===== config.mk =====
export PLATFORM = sky130hd
export DESIGN_NAME = fp_serial_tx
export DESIGN_NICKNAME = d
export VERILOG_FILES = /design/src/rtl/fp_pkg.sv /design/src/rtl/fp_fifo.sv /design/src/rtl/fp_serial_tx.sv
export SDC_FILE = /design/constraint.sdc
export NUM_CORES = 1
export LEC_CHECK = 0
export BUFFER_PORTS_ARGS = -buffer_cell sky130_fd_sc_hd__buf_2
export CELL_PAD_IN_SITES_DETAIL_PLACEMENT = 0
export CELL_PAD_IN_SITES_GLOBAL_PLACEMENT = 1
export CORE_UTILIZATION = 49
export DETAILED_ROUTE_END_ITERATION = 6
export GPL_TIMING_DRIVEN = 0
export PLACE_DENSITY = 0.89
export SYNTH_ARGS = -nofsm -noshare
export SYNTH_HDL_FRONTEND = slang
export SYNTH_SLANG_ARGS = --single-unit

===== constraint.sdc =====
create_clock -name clk -period 3.3 [get_ports clk]
set_input_delay 0.33 -clock clk [delete_from_list [all_inputs] [get_ports clk]]
set_output_delay 0.33 -clock clk [all_outputs]
set_load 0.005 [all_outputs]

===== src/rtl/fp_pkg.sv =====
`default_nettype none
// ============================================================================
//  Module      : fp_pkg
//  Description : Shared types for the float serial transmitter. Holds the
//                packed float word {sign, exponent, significand}, the field
//                widths and the transmitter FSM state encoding.
//  Revision    : 1.0 - initial release
// ============================================================================
package fp_pkg;

    localparam int FP_E_W = 3;
    localparam int FP_F_W = 4;

    typedef struct packed {
        logic              sign;
        logic [FP_E_W-1:0] exponent;
        logic [FP_F_W-1:0] significand;
    } fp_word_t;

    typedef enum logic [2:0] {
        ST_IDLE   = 3'd0,
        ST_START  = 3'd1,
        ST_DATA   = 3'd2,
        ST_PARITY = 3'd3,
        ST_STOP   = 3'd4
    } tx_state_t;

endpackage : fp_pkg
`default_nettype wire


===== src/rtl/fp_fifo.sv =====
`default_nettype none
// ============================================================================
//  Module      : fp_fifo
//  Description : Small synchronous FIFO. Registered read pointer with the
//                head entry presented combinationally on rdata_o.
//  Ports       : clk, reset       - clock, synchronous active-high reset
//                push_i, wdata_i  - write strobe and data (ignored when full)
//                pop_i            - read strobe (ignored when empty)
//                rdata_o          - current head entry
//                full_o, empty_o  - occupancy flags
//                count_o          - number of occupied entries
//  Revision    : 1.0 - initial release
// ============================================================================
module fp_fifo #(
    parameter int DEPTH = 4,
    parameter int WIDTH = 8
) (
    input  logic                     clk,
    input  logic                     reset,
    input  logic                     push_i,
    input  logic                     pop_i,
    input  logic [WIDTH-1:0]         wdata_i,
    output logic [WIDTH-1:0]         rdata_o,
    output logic                     full_o,
    output logic                     empty_o,
    output logic [$clog2(DEPTH):0]   count_o
);

    localparam int PTR_W = $clog2(DEPTH);

    logic [WIDTH-1:0] mem_q [DEPTH];
    logic [PTR_W-1:0] wr_ptr_q;
    logic [PTR_W-1:0] rd_ptr_q;
    logic [PTR_W:0]   count_q;
    logic [PTR_W:0]   count_d;
    logic             w_push;
    logic             w_pop;

    assign full_o  = (count_q == (PTR_W+1)'(DEPTH));
    assign empty_o = (count_q == '0);
    assign w_push  = push_i && !full_o;
    assign w_pop   = pop_i && !empty_o;
    assign rdata_o = mem_q[rd_ptr_q];
    assign count_o = count_q;

    always_comb begin
        count_d = count_q;
        case ({w_push, w_pop})
            2'b10:   count_d = count_q + (PTR_W+1)'(1);
            2'b01:   count_d = count_q - (PTR_W+1)'(1);
            default: count_d = count_q;
        endcase
    end

    always_ff @(posedge clk) begin
        if (reset) begin
            wr_ptr_q <= '0;
            rd_ptr_q <= '0;
            count_q  <= '0;
        end else begin
            // Pointers are exactly PTR_W bits wide so they wrap at DEPTH.
            if (w_push) begin
                mem_q[wr_ptr_q] <= wdata_i;
                wr_ptr_q        <= wr_ptr_q + PTR_W'(1);
            end
            if (w_pop) begin
                rd_ptr_q <= rd_ptr_q + PTR_W'(1);
            end
            count_q <= count_d;
        end
    end

endmodule : fp_fifo
`default_nettype wire


===== src/rtl/fp_serial_tx.sv =====
`default_nettype none
// ============================================================================
//  Module      : fp_serial_tx
//  Description : Buffers converted float words in a FIFO and sends each one
//                as an 8-bit UART-style frame: start, 8 data bits LSB first,
//                optional even parity, stop.
//  Ports       : clk, reset                 - clock, sync active-high reset
//                in_valid, in_ready         - upstream handshake
//                sign, exponent, significand- float word fields
//                tx                         - serial line, idles high
//                busy                       - frame in progress
//                fifo_count                 - FIFO occupancy
//  Revision    : 1.0 - initial release
// ============================================================================
module fp_serial_tx
    import fp_pkg::*;
#(
    parameter int DEPTH        = 4,
    parameter int CLKS_PER_BIT = 16,
    parameter bit PARITY_EN    = 1'b1
) (
    input  logic                   clk,
    input  logic                   reset,
    input  logic                   in_valid,
    output logic                   in_ready,
    input  logic                   sign,
    input  logic [FP_E_W-1:0]      exponent,
    input  logic [FP_F_W-1:0]      significand,
    output logic                   tx,
    output logic                   busy,
    output logic [$clog2(DEPTH):0] fifo_count
);

    localparam int                BAUD_W    = $clog2(CLKS_PER_BIT);
    localparam logic [BAUD_W-1:0] BAUD_LAST = BAUD_W'(CLKS_PER_BIT - 1);

    tx_state_t         state_q;
    logic [BAUD_W-1:0] baud_q;
    logic [2:0]        bit_q;
    logic [7:0]        shift_q;
    logic              parity_q;
    logic              tx_q;
    logic              busy_q;

    fp_word_t          w_in_word;
    logic [7:0]        w_head;
    logic              w_full;
    logic              w_empty;
    logic              w_push;
    logic              w_pop;
    logic              w_baud_last;

    assign w_in_word   = '{sign: sign, exponent: exponent, significand: significand};
    assign in_ready    = !w_full;
    assign w_push      = in_valid && !w_full;
    assign w_baud_last = (baud_q == BAUD_LAST);
    // A word leaves the FIFO either from IDLE or on the last STOP cycle, the
    // latter chaining frames with no idle gap.
    assign w_pop       = !w_empty && ((state_q == ST_IDLE) ||
                                      (state_q == ST_STOP && w_baud_last));

    fp_fifo #(
        .DEPTH (DEPTH),
        .WIDTH ($bits(fp_word_t))
    ) u_fifo (
        .clk     (clk),
        .reset   (reset),
        .push_i  (w_push),
        .pop_i   (w_pop),
        .wdata_i (w_in_word),
        .rdata_o (w_head),
        .full_o  (w_full),
        .empty_o (w_empty),
        .count_o (fifo_count)
    );

    always_ff @(posedge clk) begin
        if (reset) begin
            state_q  <= ST_IDLE;
            baud_q   <= '0;
            bit_q    <= '0;
            shift_q  <= '0;
            parity_q <= 1'b0;
            tx_q     <= 1'b1;
            busy_q   <= 1'b0;
        end else begin
            case (state_q)
                ST_IDLE: begin
                    tx_q   <= 1'b1;
                    busy_q <= 1'b0;
                end
                ST_START: begin
                    if (w_baud_last) begin
                        baud_q  <= '0;
                        bit_q   <= '0;
                        state_q <= ST_DATA;
                        tx_q    <= shift_q[0];
                    end else begin
                        baud_q <= baud_q + BAUD_W'(1);
                    end
                end
                ST_DATA: begin
                    if (w_baud_last) begin
                        baud_q  <= '0;
                        shift_q <= shift_q >> 1;
                        if (bit_q == 3'd7) begin
                            if (PARITY_EN) begin
                                state_q <= ST_PARITY;
                                tx_q    <= parity_q;
                            end else begin
                                state_q <= ST_STOP;
                                tx_q    <= 1'b1;
                            end
                        end else begin
                            bit_q <= bit_q + 3'd1;
                            // Next bit is shift_q[1] since the shift lands this edge.
                            tx_q  <= shift_q[1];
                        end
                    end else begin
                        baud_q <= baud_q + BAUD_W'(1);
                    end
                end
                ST_PARITY: begin
                    if (w_baud_last) begin
                        baud_q  <= '0;
                        state_q <= ST_STOP;
                        tx_q    <= 1'b1;
                    end else begin
                        baud_q <= baud_q + BAUD_W'(1);
                    end
                end
                ST_STOP: begin
                    if (w_baud_last) begin
                        baud_q  <= '0;
                        state_q <= ST_IDLE;
                        tx_q    <= 1'b1;
                        busy_q  <= 1'b0;
                    end else begin
                        baud_q <= baud_q + BAUD_W'(1);
                    end
                end
                default: begin
                    state_q <= ST_IDLE;
                    baud_q  <= '0;
                    tx_q    <= 1'b1;
                    busy_q  <= 1'b0;
                end
            endcase

            // Loading a new frame overrides whatever the state branch chose.
            if (w_pop) begin
                shift_q  <= w_head;
                parity_q <= ^w_head;
                baud_q   <= '0;
                state_q  <= ST_START;
                tx_q     <= 1'b0;
                busy_q   <= 1'b1;
            end
        end
    end

    assign tx   = tx_q;
    assign busy = busy_q;

endmodule : fp_serial_tx
`default_nettype wire


After elaboration in Yosys (flattened, before gate mapping) --
Memories as Yosys holds them, arrays and structs flattened. A register that Yosys moved wholly into a read port is not among the register bits. Index checks and enable logic that the tools add are counted.
Word-level totals: word-level logic and storage cells 97, bits in registers 28, memories kept 1, memory bits (writable) 32, bits of input ports 11, output and inout bits 6
Memory list:
- u_fifo.mem_q | depth 4, bits a word 8, read ports 1, clocked after memory_dff 1, wr ports 1, RTL line fp_fifo.sv:31 | logic [WIDTH-1:0] mem_q [DEPTH];
Operators by class: mux-type cells 30, reductions and logical operators 25, equal/unequal tests 23, bitwise logic cells 1, add/sub/neg operators 6
Operator list (count):
- two-way mux 8 bit | 3
- two-way mux 3 bit | 7
- != test 3 x 2 -> 1 bit (second input constant) | 5
- one-hot mux 3 bit (5 select lines) | 1
- != test 2 bit (second input constant) | 6
- one-hot mux 3 bit (2 select lines) | 2
- AND reduction 6 bit | 2
- two-way mux 1 bit | 11
- == test 3 bit (second input constant) | 3
- one-hot mux 4 bit (2 select lines) | 1
- nonzero test 2 bit | 4
- XOR reduction 8 bit | 1
- adder 3 x 1 -> 3 bit (second input constant) | 2
- == test 3 x 2 -> 1 bit (second input constant) | 2
- logical NOT 3 bit | 2
- logical AND 1 bit | 5
- adder 2 x 1 -> 2 bit (second input constant) | 2
- adder 4 x 1 -> 4 bit (second input constant) | 1
- == test 4 bit (second input constant) | 1
- two-way mux 2 bit | 2
- two-way mux 4 bit | 1
- != test 2 x 1 -> 1 bit (second input constant) | 2
- AND reduction 2 bit | 2
- AND reduction 4 bit | 1
- 14 further kinds | 16

Logic depth before layout (Yosys ltp) --
Gate-level depths: netlist of run 1.
word-level depth 7, mapped depth 9, gate-level depth less buffers 8

Modules after synthesis --
A second synthesis of run 1 with hierarchy kept.
Unflattened totals: cells, all modules 226, area total of the unflattened synthesis 2745.1 sq um
Modules (own cells, without submodules):
- fp_fifo | seq. area each 1141.1 sq um, cells an instance 96, instances 1, area each 1636.6 sq um
- fp_serial_tx | seq. area each 420.4 sq um, cells an instance 130, instances 1, area each 1108.6 sq um

Worst setup path before layout of run 1 --
No wires, ideal clock.
kind reg-to-reg, start point register baud_q[0], end point register u_fifo.count_q[2] (netlist: u_fifo.count_o[2]), path slack 0.814 ns, required time 3.229 ns, library setup time 0.071 ns, cell stages (with the launch flop) 10, buffers on the path 1, arrival time 2.415 ns, period minus slack after synthesis 2.486 ns, path through dfxtp_1 > ha_1 > nand3_4 > a2111oi_4 > buf_6 > ha_1 > fa_1 > xnor2_1 > or3_1 > a21oi_1
Between the ends: cells in the longest elaborated chain, start to end 7, elaborated cells between the ends (all ways) 9, those cells by class eq/ne (3); mux (1); reduce/logical (5)
RTL lines:
- from (decl) | RTL line fp_serial_tx.sv:38 | logic [BAUD_W-1:0] baud_q;
- from (signal assigned) | RTL line fp_serial_tx.sv:99 | baud_q <= baud_q + BAUD_W'(1);
- from (signal assigned) | RTL line fp_serial_tx.sv:120 | baud_q <= baud_q + BAUD_W'(1);
- from (signal assigned) | RTL line fp_serial_tx.sv:129 | baud_q <= baud_q + BAUD_W'(1);
- == test 4 bit * | RTL line fp_serial_tx.sv:56 | assign w_baud_last = (baud_q == BAUD_LAST);
- logical AND 1 bit * | RTL line fp_serial_tx.sv:60 | (state_q == ST_STOP && w_baud_last));
- logical OR 1 bit * | RTL line fp_serial_tx.sv:59 | assign w_pop = !w_empty && ((state_q == ST_IDLE) ||
- logical AND 1 bit * | RTL line fp_serial_tx.sv:59
- logical AND 1 bit * | RTL line fp_fifo.sv:42 | assign w_pop = pop_i && !empty_o;
- == test 2 x 1 -> 1 bit or == test 2 bit (tied branches) | RTL line fp_fifo.sv:48 | case ({w_push, w_pop})
- one-hot mux 3 bit (2 select lines) or nonzero test 2 bit (tied branches)
- to (signal assigned) | RTL line fp_fifo.sv:69 | count_q <= count_d;
- to (decl) | RTL line fp_fifo.sv:34 | logic [PTR_W:0] count_q;
Every way passes the cells marked *; elsewhere a longest branch is shown, timed or not. A chain may end at the register's enable or synchronous reset.

Final worst setup path of run 1 --
Ends and elaborated chain as after synthesis.

==> results.md, run 1 <==
| Quantity | This run | Unit |
| --- | --- | --- |
| Run status | complete, no violations | - |
| Global route total overflow | 0 | - |
| Period minus WS final | 2.815 | ns |
| Most common cell after layout, fill and taps aside | sky130_fd_sc_hd__edfxtp_1 | - |
| Row cnt | 26 | - |
| Layer carrying the most global-route usage | met2 | - |
| Register area share after synthesis | 57.12 | % |
| NumNets Final | 262 | - |
| Critical setup path kind | reg2reg | - |
| Number of instances in the placed design | 301 | - |
| YS warnings | 0 | - |
| Worst r2r path cells | 9 | - |
| Reported max-cap violation count | 0 | - |
| Filler instances | 436 | - |
| Share of layout cells above drive strength 1 | 21.05 | % |
| WL per Instance | 14.72 | um |
| Final sum of negative setup slack | 0 | ns |
| Endpoint of the lowest-slack register-to-register path | u_fifo.count_o[2]$_SDFFE_PP0P_ | - |
| Number of non-filler instances in the completed layout | 317 | - |
| Cts hold-fix bufs | 0 | - |
| Post-Route Skew | 0.005174 | ns |
| Critical path required time | 3.59 | ns |
| Min-Delay Path Class | in2reg | - |
| Count of distinct cell types in the synthesized netlist | 39 | - |
| Post-synth ARST share | 0 | % |
| Detailed-placement wirelength estimate | 3.087 | mm |
| Worst Setup Start Kind | flip-flop | - |
| Max-slew violation count | 0 | - |
| Cell Area, Placed | 2902 | um^2 |
| Clock slew seen by the registers of the worst setup and hold paths | 0.07 | ns |
| Tightest slew margin relative to the limit | 52.64 | % |
| Critical path data arrival time | 3.10 | ns |
| Initial Util | 52.20 | % |
| Area taken by multi-input logic gates | 1070 | um^2 |
| Initial antenna violation count | 0 | - |
| Mapped Cells | 215 | - |
| Critical hold path startpoint | sign | - |
| Area used by sequential logic in the layout | 1562 | um^2 |
| Antenna violation net count after detailed routing | 0 | - |
| DRC violation count after routing | 0 | - |
| Final cycle utilization of the critical path | 85.30 | % |
| Final worst hold slack | 0.1870 | ns |
| Prevailing post-synth register cell | sky130_fd_sc_hd__edfxtp_1 | - |
| Num Clock Sinks | 62 | - |
| Setup repair after global routing missed its margin | no | - |
| Mean instance size in the synthesized netlist | 12.72 | um^2 |
| Number of global-route vias before repair | 1678 | - |
| Count of antenna diodes in the layout | 0 | - |
| Share of the core filled with cells | 60.11 | % |
| Chip Height | 76.70 | um |
| Syn nets | 235 | - |
| Maximum number of pins on one net before global-route repair | 13 | - |
| Most used cells in the layout excluding fill and tap cells | sky130_fd_sc_hd__edfxtp_1 (32), sky130_fd_sc_hd__dfxtp_1 (30), sky130_fd_sc_hd__nor2_1 (22) | - |
| Number of cells traversed by the worst hold path | 1 | - |
| Source-to-sink clock delay at the later pin of the worst-skew pair | 0.35 | ns |
| Number of synthesized flops with an enable pin | 32 | - |
| H-tree depth | 3 | - |
| Wire length after detailed routing | 4.667 | mm |
| Port buffer count | 16 | - |
| Vias post-DR | 1672 | - |
| Synthesized area | 2734 | um^2 |
| Hold worst-path end | u_fifo.mem_q[0][7]$_DFFE_PP_ | - |
| Critical path peak fanout | 10 | - |
| Standby leakage power | 1.118 | nW |
| RD Place Congestion | 0.7378 | - |
| Global-route wire length before repair | 7.734 | mm |
| Highest attainable clock frequency | 0.3553 | GHz |
| Bufs on Longest Clock Path | 2 | - |
| Met2 demand-to-capacity share in global routing | 29.11 | % |
| Final-report setup violation count | 0 | - |
| Slew of the pin with the lowest slew margin | 0.7050 | ns |
| Vias per cell | 5.274 | - |
| CTS tree | built | - |
| GRT Resource Usage Total | 17.94 | % |
| Total die area | 5882 | um^2 |
| Met3 Resource Use GR | 6.429 | % |
| X dimension of the die | 76.70 | um |
| Final Hold Vio Count | 0 | - |
| Core Area | 5238 | um^2 |
| Number of CTS-inserted buffers | 9 | - |
| Total non-filler cell area in the finished layout | 3148 | um^2 |
| Cell at the root of the clock tree | sky130_fd_sc_hd__clkbuf_8 | - |
| IO Count | 17 | - |
| Pre-antenna DRT Iters | 4 | - |
| RR Startpoint | baud_q[0]$_SDFFE_PP0P_ | - |
| Global Route met1 Usage | 21.07 | % |
| Worst-case vdd ir drop | 0.0004908 | V |
| Endpoint type of the worst setup path | flip-flop | - |
| Slack of the worst reg-to-reg path | 0.49 | ns |
| Number of post-CTS setup repair buffers | 0 | - |
| Register bit count reported by yosys | 62 | - |
| Post-synthesis to final-layout area growth | 15.15 | % |
| Number of gates resized after CTS | 0 | - |
| Power per cell area | 860.9 | nW/um^2 |
| 1st-iter DRT viols | 89 | - |
[synth_stat cells, types with 3 or more instances]
library cell	number	area [um^2]
sky130_fd_sc_hd__edfxtp_1	32	960.9
sky130_fd_sc_hd__dfxtp_1	30	600.6
sky130_fd_sc_hd__nor2_1	22	82.58
sky130_fd_sc_hd__nand2_1	17	63.81
sky130_fd_sc_hd__a21oi_1	15	75.07
sky130_fd_sc_hd__xnor2_1	10	87.58
sky130_fd_sc_hd__a22oi_1	9	67.56
sky130_fd_sc_hd__ha_1	8	100.1
sky130_fd_sc_hd__o21ai_0	7	35.03
sky130_fd_sc_hd__mux4_2	6	135.1
sky130_fd_sc_hd__and2_1	5	31.28
sky130_fd_sc_hd__clkbuf_8	5	68.82
sky130_fd_sc_hd__clkbuf_1	4	15.01
sky130_fd_sc_hd__nor3_1	4	20.02
sky130_fd_sc_hd__xor2_1	4	35.03
sky130_fd_sc_hd__a211oi_1	3	22.52
sky130_fd_sc_hd__a31oi_1	3	18.77
sky130_fd_sc_hd__mux2i_1	3	30.03
sky130_fd_sc_hd__nand3_1	3	15.01
[logic make-up (layout without fill, tap and decap cells)]
kind of cell	after synthesis	after routing	synth area share, %
flip-flops	62	62	57.12
AO/OA/AOI/OAI	41	41	9.840
multiplexers	13	13	8.787
buffers and inverters	12	44	3.753
adder cells (fa/ha/maj)	9	9	4.394
XOR/XNOR	14	14	4.485
AND/OR/NAND/NOR	64	64	11.63
[how the worst max path moves through the flow]
stage / endpoint / depth (start not counted) / start / slack, ns
floorplan: u_fifo.count_o[2]$_SDFFE_PP0P_ / 9 / baud_q[0]$_SDFFE_PP0P_ / 0.81
global placement: u_fifo.count_o[2]$_SDFFE_PP0P_ / 9 / baud_q[0]$_SDFFE_PP0P_ / 0.56
detailed placement: u_fifo.count_o[2]$_SDFFE_PP0P_ / 9 / baud_q[0]$_SDFFE_PP0P_ / 0.49
CTS: u_fifo.count_o[2]$_SDFFE_PP0P_ / 9 / baud_q[0]$_SDFFE_PP0P_ / 0.47
global route: u_fifo.count_o[2]$_SDFFE_PP0P_ / 9 / baud_q[0]$_SDFFE_PP0P_ / 0.29
finish: u_fifo.count_o[2]$_SDFFE_PP0P_ / 9 / baud_q[0]$_SDFFE_PP0P_ / 0.49
[metal layers]
metal	part of all wire, %	routed length (um)
met1	46	2135
met2	49	2278
met3	3.5	164
met4	1.9	89
met5	0	0
[through the flow]
step / total power [mW] / setup WS [ns]
2_1_floorplan: 1.728 / 0.8145
3_3_place_gp: 1.897 / 0.5553
3_5_place_dp: 1.916 / 0.4879
4_1_cts: 2.738 / 0.4718
5_1_grt: 2.867 / 0.2916
6_report: 2.710 / 0.4851
[power breakdown]
| group | switching (mW) | total (mW) | leakage, nW | internal, mW |
|---|---|---|---|---|
| combinational | 0.442 | 0.871 | 0.466 | 0.430 |
| sequential | 0.0822 | 1.02 | 0.536 | 0.938 |
| clock | 0.315 | 0.818 | 0.116 | 0.503 |
| total | 0.839 | 2.71 | 1.12 | 1.87 |
[layout make-up]
cell class                      instances  share of cell area [%]
Clock buffer                            9                   3.935
Buffer                                 10                   3.021
Clock inverter                          7                   3.895
Tap cell                               70                   2.782
Timing Repair Buffer                   16                   2.544
Inverter                                2                  0.2385
Sequential cell                        62                   49.60
Multi-Input combinational cell        141                   33.98
[worst max-delay path, cell delays in order (launching register included)]
cell and delay [ns]:
sky130_fd_sc_hd__dfxtp_1 0.40, sky130_fd_sc_hd__ha_1 0.30, sky130_fd_sc_hd__nand3_4 0.15, sky130_fd_sc_hd__a2111oi_4 0.72
sky130_fd_sc_hd__buf_6 0.24, sky130_fd_sc_hd__ha_1 0.21, sky130_fd_sc_hd__fa_1 0.20, sky130_fd_sc_hd__xnor2_1 0.08
sky130_fd_sc_hd__or3_1 0.31, sky130_fd_sc_hd__a21oi_1 0.14
[flip-flops by register name (all words and copies together) (netlist names), named ones only]
register / count
baud_q: 4
bit_q: 3
busy: 1
parity_q: 1
shift_q: 8
state_q: 3
tx: 1
u_fifo.count_o: 3
u_fifo.mem_q: 32
u_fifo.rd_ptr_q: 2
u_fifo.wr_ptr_q: 2
(Power assumes the default switching activity.)
==> inputs of run 2 (changes only) <==
ABC_AREA = 1   (was not set)
CORE_UTILIZATION = 46   (was 49)
==> run 2 against run 1 <==
Utilization decreased by 3.8 points. Clock-buffer cell count stayed put. Critical endpoint unchanged. Global-route usage up 0.67 points. First-iteration DRC count increased by 47%. Die area grew 15%. Combinational power up 52%. Via count grew 33%. Non-clock buffer count fell by 2. Highest routed layer unchanged. Final area is 8.4% higher. Sequential power hardly changed.
==> results.md, run 2 <==
| Quantity | This run | Unit | Change |
| --- | --- | --- | --- |
| Run status | complete, no violations | - |  |
| Flip-flop count of the largest register after layout | 32 | - | unchanged |
| Proportion of netlist area held by the largest area contributor | 32.38 | % | -2.8 points |
| Register area share after synthesis | 52.61 | % | -4.5 points |
| Vias post-DR | 2223 | - | +33% |
| Final-report setup violation count | 0 | - | unchanged |
| Register ranked first by flip-flop count | u_fifo.mem_q | - |  |
| Post-Synth XOR/XNOR Area | 0.2951 | % | -4.2 points |
| Post-synth ARST share | 0 | % | unchanged |
| Period minus WS final | 2.508 | ns | -0.3066 ns |
| Prevailing post-synth register cell | sky130_fd_sc_hd__edfxtp_1 | - |  |
| Power per cell area | 954.7 | nW/um^2 | +11% |
| Total die area | 6777 | um^2 | +15% |
| Bufs on Longest Clock Path | 2 | - | unchanged |
| Register bit count reported by yosys | 62 | - | unchanged |
| Most common cell after layout, fill and taps aside | sky130_fd_sc_hd__nand2_1 | - |  |
| Number of post-CTS setup repair buffers | 0 | - | unchanged |
| Critical setup path kind | reg2reg | - |  |
| X dimension of the die | 82.33 | um | +7.3% |
| Number of synthesized flops with an enable pin | 32 | - | unchanged |
| Maximum number of pins on one net before global-route repair | 13 | - | unchanged |
| Most used cells in the layout excluding fill and tap cells | sky130_fd_sc_hd__nand2_1 (118), sky130_fd_sc_hd__edfxtp_1 (32), sky130_fd_sc_hd__dfxtp_1 (30) | - |  |
| Endpoint type of the worst setup path | flip-flop | - |  |
| Source-to-sink clock delay at the later pin of the worst-skew pair | 0.34 | ns | about the same |
| Tightest slew margin relative to the limit | 45.24 | % | -7.4 points |
| Initial antenna violation count | 0 | - | unchanged |
| Setup repair after global routing missed its margin | no | - |  |
| Final cycle utilization of the critical path | 76.01 | % | -9.3 points |
| Post-synthesis to final-layout area growth | 14.97 | % |  |
| Final Hold Vio Count | 0 | - | unchanged |
| Initial Util | 48.97 | % | -3.2 points |
| Antenna violation net count after detailed routing | 0 | - | unchanged |
| Count of antenna diodes in the layout | 0 | - | unchanged |
| Pre-antenna DRT Iters | 4 | - | unchanged |
| Simple-gate area share of the yosys netlist | 26.94 | % | +15 points |
| Cell at the root of the clock tree | sky130_fd_sc_hd__clkbuf_8 | - |  |
| Global-route wire length before repair | 9.156 | mm | +18% |
| Vias per cell | 4.984 | - | -5.5% |
| Standby leakage power | 1.454 | nW | +30% |
| Clock slew seen by the registers of the worst setup and hold paths | 0.08 | ns | about the same |
| Port buffer count | 16 | - | unchanged |
| WL per Instance | 12.48 | um | -15% |
| Number of global-route vias before repair | 2020 | - | +20% |
| Num Clock Sinks | 62 | - | unchanged |
| Combinational family with the most area after synthesis | simple AND/OR/NAND/NOR gates | - |  |
| Final worst hold slack | 0.2016 | ns | +0.01459 ns |
| Core Area | 6061 | um^2 | +16% |
| Chip Height | 82.33 | um | +7.3% |
| Number of non-filler instances in the completed layout | 446 | - | +41% |
| Count of distinct cell types in the synthesized netlist | 36 | - | -7.7% |
| Most instantiated library cell after synthesis | sky130_fd_sc_hd__nand2_1 | - |  |
| YS warnings | 0 | - | unchanged |
| Adder and majority gate portion of the synthesized area | 4.047 | % | -0.35 points |
| Worst r2r path cells | 12 | - | +3 |
| CTS tree | built | - |  |
| Worst-case vdd ir drop | 0.0004070 | V | -17% |
| Cts hold-fix bufs | 0 | - | unchanged |
| Share of layout cells above drive strength 1 | 18.87 | % | -2.2 points |
| Post-Route Skew | 0.007941 | ns | +0.002767 ns |
| Slew of the pin with the lowest slew margin | 0.8184 | ns | +0.1133 ns |
| Critical path required time | 3.57 | ns | -0.02 ns |
| Worst Setup Start Kind | flip-flop | - |  |
| Cell types with the highest counts after synthesis | sky130_fd_sc_hd__nand2_1 (118), sky130_fd_sc_hd__edfxtp_1 (32), sky130_fd_sc_hd__dfxtp_1 (30) | - |  |
| Synthesized area | 2968 | um^2 | +8.6% |
| Critical path data arrival time | 2.78 | ns | -0.32 ns |
| Highest attainable clock frequency | 0.3987 | GHz | +12% |
| Syn nets | 359 | - | +53% |
| Mean instance size in the synthesized netlist | 8.755 | um^2 | -31% |
| NumNets Final | 386 | - | +47% |
| GRT Resource Usage Total | 18.62 | % | +0.67 points |
| H-tree depth | 3 | - | unchanged |
| IO Count | 17 | - | unchanged |
| Largest registers | u_fifo.mem_q x32, shift_q x8, baud_q x4 | - |  |
| Number of instances in the placed design | 430 | - | +43% |
| Top cells by area, synth | sky130_fd_sc_hd__edfxtp_1 (32%), sky130_fd_sc_hd__dfxtp_1 (20%), sky130_fd_sc_hd__nand2_1 (15%) | - |  |
| Mapped Cells | 339 | - | +58% |
| Final sum of negative setup slack | 0 | ns | unchanged |
| Critical path peak fanout | 10 | - | unchanged |
| Reported max-cap violation count | 0 | - | unchanged |
| Global route total overflow | 0 | - | unchanged |
| 1st-iter DRT viols | 131 | - | +47% |
| Wire length after detailed routing | 5.567 | mm | +19% |
| Min-Delay Path Class | in2reg | - |  |
| Multiplexer share of the synthesized area | 0 | % | -8.8 points |
| Number of cells traversed by the worst hold path | 1 | - | unchanged |
| DRC violation count after routing | 0 | - | unchanged |
| Number of CTS-inserted buffers | 9 | - | unchanged |
| Row cnt | 28 | - | +7.7% |
| Detailed-placement wirelength estimate | 3.934 | mm | +27% |
| Number of gates resized after CTS | 0 | - | unchanged |
| Max-slew violation count | 0 | - | unchanged |
| Dominant cell type by area after synthesis | sky130_fd_sc_hd__edfxtp_1 | - |  |
| RD Place Congestion | 0.7966 | - | +8.0% |
| Area fraction in compound gates after synthesis | 9.148 | % | -0.69 points |
run 2: changes by cell type in the layout (fill, tap and decap cells not counted), moves of 7 or more:
cell | before | now
sky130_fd_sc_hd__a22oi_1 | 9 | 2
sky130_fd_sc_hd__inv_1 | 2 | 25
sky130_fd_sc_hd__nand2_1 | 17 | 118
sky130_fd_sc_hd__nand3_1 | 3 | 20
sky130_fd_sc_hd__nor2_1 | 22 | 15
sky130_fd_sc_hd__inv_2 | 0 | 7
sky130_fd_sc_hd__nand2_2 | 0 | 11
sky130_fd_sc_hd__xnor2_1 | 10 | 0
run 2: layer usage:
metal | global-route usage (%) | share of wire (%) | vias up
met1 | 23.19 | 47 | 1006
met3 | 5.824 | 4.5 | 8
met5 | 0 | 0 | -
met2 | 30.99 | 48 | 38
li1 | - | - | 1171
met4 | 5.263 | 1.1 | 0
run 2: stage by stage:
step / setup slack (ns) / power (mW) / instance area, um^2 / utilization, %
3_5_place_dp: 0.8183 / 2.378 / 3142 / 51.84
3_3_place_gp: 0.8561 / 2.356 / 3142 / 51.84
2_1_floorplan: 1.049 / 2.087 / 2968 / -
4_1_cts: 0.7841 / 3.277 / 3412 / 56.30
6_report: 0.7917 / 3.257 / 3412 / 56.30
5_1_grt: 0.5853 / 3.518 / 3412 / 56.30
run 2: worst paths after layout:
check / startpoint / end / slack, ns
max: baud_q[0]$_SDFFE_PP0P_ / u_fifo.count_o[2]$_SDFFE_PP0P_ / 0.79
min: exponent[2] / u_fifo.mem_q[0][6]$_DFFE_PP_ / 0.20
max reg2reg: baud_q[0]$_SDFFE_PP0P_ / u_fifo.count_o[2]$_SDFFE_PP0P_ / 0.79
min reg2reg: busy$_SDFFE_PP0P_ / busy$_SDFFE_PP0P_ / 0.46
run 2: cells by family (layout without fill, tap and decap cells):
logic type               count (synthesis)  after routing
XOR/XNOR                                 1              1
flip-flops                              62             62
AO/OA/AOI/OAI                           48             48
AND/OR/NAND/NOR                        177            177
adder cells (fa/ha/maj)                  9              9
buffers and inverters                   42             74
run 2: worst max-delay path, cell delays in order, from the launching register on:
cell	delay [ns]
sky130_fd_sc_hd__dfxtp_1	0.34
sky130_fd_sc_hd__ha_1	0.23
sky130_fd_sc_hd__nand3_2	0.16
sky130_fd_sc_hd__clkinv_1	0.15
sky130_fd_sc_hd__nor2_4	0.19
sky130_fd_sc_hd__nor2_8	0.10
sky130_fd_sc_hd__buf_6	0.17
sky130_fd_sc_hd__ha_1	0.22
sky130_fd_sc_hd__fa_1	0.39
sky130_fd_sc_hd__a21oi_1	0.13
sky130_fd_sc_hd__o21a_1	0.14
sky130_fd_sc_hd__o21ai_0	0.07
sky130_fd_sc_hd__a21oi_1	0.13
run 2: area by class of cell:
class | count | area (um^2)
Multi-Input combinational cell | 235 | 1200
Sequential cell | 62 | 1562
Clock buffer | 9 | 123.9
Tap cell | 75 | 93.84
Fill cell | 557 | 2649
Clock inverter | 7 | 146.4
Timing Repair Buffer | 16 | 80.08
Inverter | 34 | 132.6
Buffer | 8 | 73.82
run 2: power breakdown:
group          total [mW]  internal, mW  leakage, nW  switching (mW)
Combinational        1.32         0.475        0.784           0.841
Sequential           1.05         0.952        0.536          0.0934
Clock               0.896         0.582        0.134           0.314
==> inputs of run 3 (changes only) <==
ABC_AREA = 0   (was 1)
CORE_UTILIZATION = 49   (was 46)
clock period = 2.32 ns   (was 3.3 ns; I/O delays follow)
==> run 3 against run 2 <==
Total power grew 18%. Critical endpoint unchanged. Worst hold slack got worse by 0.10 ns. Clock skew increased by 0.0020 ns. Utilization grew 4.3 points. Critical path depth decreased by 3. Setup slack worse by 0.65 ns. Clock power grew 16%. Largest power group is now sequential cells.
==> results.md, run 3 (same netlist as run 1, synthesis figures left out) <==
| Quantity | This run | Unit | Change |
| --- | --- | --- | --- |
| Row cnt | 26 | - | -7.1% |
| Final-report setup violation count | 0 | - | unchanged |
| Final Hold Vio Count | 0 | - | unchanged |
| Total die area | 5882 | um^2 | -13% |
| Tightest slew margin relative to the limit | 57.66 | % | +12 points |
| Run status | complete, no violations | - |  |
| Total non-filler cell area in the finished layout | 3176 | um^2 | -6.9% |
| Power Total | 3.828 | mW | +18% |
| Standby leakage power | 1.123 | nW | -23% |
| Cell Area, Placed | 2917 | um^2 | -7.2% |
| Maximum number of pins on one net before global-route repair | 13 | - | unchanged |
| Critical hold path startpoint | exponent[1] | - |  |
| Clock slew seen by the registers of the worst setup and hold paths | 0.07 | ns | about the same |
| Critical path required time | 2.59 | ns | -0.98 ns |
| Post-Route Skew | 0.009981 | ns | +0.002041 ns |
| Endpoint type of the worst setup path | flip-flop | - |  |
| Bufs on Longest Clock Path | 2 | - | unchanged |
| Detailed-placement wirelength estimate | 3.214 | mm | -18% |
| Worst slack at placement | -0.2690 | ns | -1.087 ns |
| RR Startpoint | baud_q[1]$_SDFFE_PP0P_ | - |  |
| Post-synthesis to final-layout area growth | 16.16 | % |  |
| Number of non-filler instances in the completed layout | 320 | - | -28% |
| Number of global-route vias before repair | 1677 | - | -17% |
| Critical path data arrival time | 2.45 | ns | -0.33 ns |
| Most common cell after layout, fill and taps aside | sky130_fd_sc_hd__edfxtp_1 | - |  |
| Core Area | 5238 | um^2 | -14% |
| Slew of the pin with the lowest slew margin | 0.6316 | ns | -0.1867 ns |
| Critical path peak fanout | 7 | - | -3 |
| Number of instances in the placed design | 301 | - | -30% |
| Antenna violation net count after detailed routing | 0 | - | unchanged |
| Initial antenna violation count | 0 | - | unchanged |
| Num Clock Sinks | 62 | - | unchanged |
| Vias post-DR | 1721 | - | -23% |
| Highest attainable clock frequency | 0.4598 | GHz | +15% |
| Power per cell area | 1205 | nW/um^2 | +26% |
| Wire length after detailed routing | 4.797 | mm | -14% |
| Number of cells traversed by the worst hold path | 1 | - | unchanged |
| Global route total overflow | 0 | - | unchanged |
| Largest registers | u_fifo.mem_q x32, shift_q x8, baud_q x4 | - |  |
| Max-slew violation count | 0 | - | unchanged |
| DRC violation count after routing | 0 | - | unchanged |
| Port buffer count | 16 | - | unchanged |
| Worst Setup Start Kind | flip-flop | - |  |
| Share of layout cells above drive strength 1 | 23.20 | % | +4.3 points |
| X dimension of the die | 76.70 | um | -6.8% |
| Final cycle utilization of the critical path | 93.74 | % | +18 points |
| Source-to-sink clock delay at the later pin of the worst-skew pair | 0.34 | ns | about the same |
| IO Count | 17 | - | unchanged |
| Setup repair after global routing missed its margin | no | - |  |
| Initial Util | 52.20 | % | +3.2 points |
| NumNets Final | 265 | - | -31% |
| Min-Delay Path Class | in2reg | - |  |
| Period minus WS final | 2.175 | ns | -0.3335 ns |
| Count of antenna diodes in the layout | 0 | - | unchanged |
| Most used cells in the layout excluding fill and tap cells | sky130_fd_sc_hd__edfxtp_1 (32), sky130_fd_sc_hd__dfxtp_1 (28), sky130_fd_sc_hd__nor2_1 (22) | - |  |
| Worst setup slack after layout | 0.1453 | ns | -0.6465 ns |
| Worst-case vdd ir drop | 0.0006946 | V | +71% |
| Global-route wire length before repair | 8.183 | mm | -11% |
| Number of CTS-inserted buffers | 9 | - | unchanged |
| Flip-flop count of the largest register after layout | 32 | - | unchanged |
| CTS tree | built | - |  |
| Share of the core filled with cells | 60.63 | % | +4.3 points |
| Endpoint of the lowest-slack register-to-register path | u_fifo.count_o[2]$_SDFFE_PP0P_ | - |  |
| Cell at the root of the clock tree | sky130_fd_sc_hd__clkbuf_8 | - |  |
| Critical setup path kind | reg2reg | - |  |
| Pre-antenna DRT Iters | 4 | - | unchanged |
| Reported max-cap violation count | 0 | - | unchanged |
| 1st-iter DRT viols | 88 | - | -33% |
| Slack of the worst reg-to-reg path | 0.15 | ns | -0.65 ns |
| Cts hold-fix bufs | 0 | - | unchanged |
| Vias per cell | 5.378 | - | +7.9% |
| GRT Resource Usage Total | 18.43 | % | -0.19 points |
| Chip Height | 76.70 | um | -6.8% |
| Register ranked first by flip-flop count | u_fifo.mem_q | - |  |
| H-tree depth | 3 | - | unchanged |
| RD Place Congestion | 0.7524 | - | -5.5% |
| Hold worst-path end | u_fifo.mem_q[3][5]$_DFFE_PP_ | - |  |
| WL per Instance | 14.99 | um | +20% |
| Worst r2r path cells | 9 | - | -3 |
==> run 3: changes by cell type in the layout (fill, tap and decap cells not counted), sizes merged, moves of 4 or more <==
cell / before / now
a21oi: 19 / 15
a22oi: 2 / 9
and2: 0 / 5
clkbuf: 10 / 18
inv: 33 / 3
mux4: 0 / 8
nand2: 129 / 17
nand3: 24 / 4
o21ai: 17 / 7
xnor2: 0 / 10
==> run 3: worst max-delay path by stage <==
stage	startpoint	slack, ns	end	depth (start not counted)
detailed placement	baud_q[1]$_SDFFE_PP0P_	-0.27	u_fifo.count_o[2]$_SDFFE_PP0P_	9
floorplan	baud_q[0]$_SDFFE_PP0P_	0.004	u_fifo.count_o[2]$_SDFFE_PP0P_	9
finish	baud_q[1]$_SDFFE_PP0P_	0.15	u_fifo.count_o[2]$_SDFFE_PP0P_	9
CTS	baud_q[0]$_SDFFE_PP0P_	0.008	u_fifo.count_o[2]$_SDFFE_PP0P_	9
global placement	baud_q[0]$_SDFFE_PP0P_	-0.23	u_fifo.count_o[2]$_SDFFE_PP0P_	9
global route	baud_q[0]$_SDFFE_PP0P_	0.003	u_fifo.count_o[2]$_SDFFE_PP0P_	9
==> run 3: power breakdown <==
part	leakage (nW)	internal (mW)	switching [mW]
Sequential	0.537	1.34	0.132
Clock	0.103	0.606	0.438
Combinational	0.482	0.674	0.640
Total	1.12	2.62	1.21
==> run 3: per-layer routing <==
metal  GRT usage (%)  wire, um  up-vias
met4           8.077        72        0
met2           29.02      2326       32
li1                -         -      853
met3           5.714       187        7
met1           23.36      2211      829
met5               0         0        -
==> run 3: layout make-up <==
| cell class | count | area [um^2] |
|---|---|---|
| Clock inverter | 7 | 96.34 |
| Multi-Input combinational cell | 141 | 1094 |
| Tap cell | 70 | 87.58 |
| Clock buffer | 9 | 123.9 |
| Buffer | 10 | 95.09 |
| Inverter | 2 | 7.507 |
| Timing Repair Buffer | 19 | 102.6 |
| Sequential cell | 62 | 1569 |
| Fill cell | 422 | 2062 |
==> run 3: worst max-delay path: stages (launching register included) <==
cell	delay, ns
sky130_fd_sc_hd__dfxtp_4	0.38
sky130_fd_sc_hd__ha_4	0.16
sky130_fd_sc_hd__nand3_4	0.13
sky130_fd_sc_hd__a2111oi_4	0.37
sky130_fd_sc_hd__buf_6	0.15
sky130_fd_sc_hd__ha_1	0.18
sky130_fd_sc_hd__fa_1	0.19
sky130_fd_sc_hd__xnor2_1	0.08
sky130_fd_sc_hd__or3_1	0.31
sky130_fd_sc_hd__a21oi_1	0.15
==> run 3: through the flow <==
stage / setup TNS, ns / hold slack, ns
2_1_floorplan: 0 / 0.3309
3_3_place_gp: -0.3818 / 0.4432
3_5_place_dp: -0.4538 / 0.4487
4_1_cts: 0 / 0.08840
5_1_grt: 0 / 0.09071
6_report: 0 / 0.09862
==> run 3: what timing repair did <==
action                                  4_1_cts  5_1_grt
pin swaps                                     1        1
endpoints found under the setup margin        2        1
gates resized for setup                       1        3
setup buffers                                 1        2
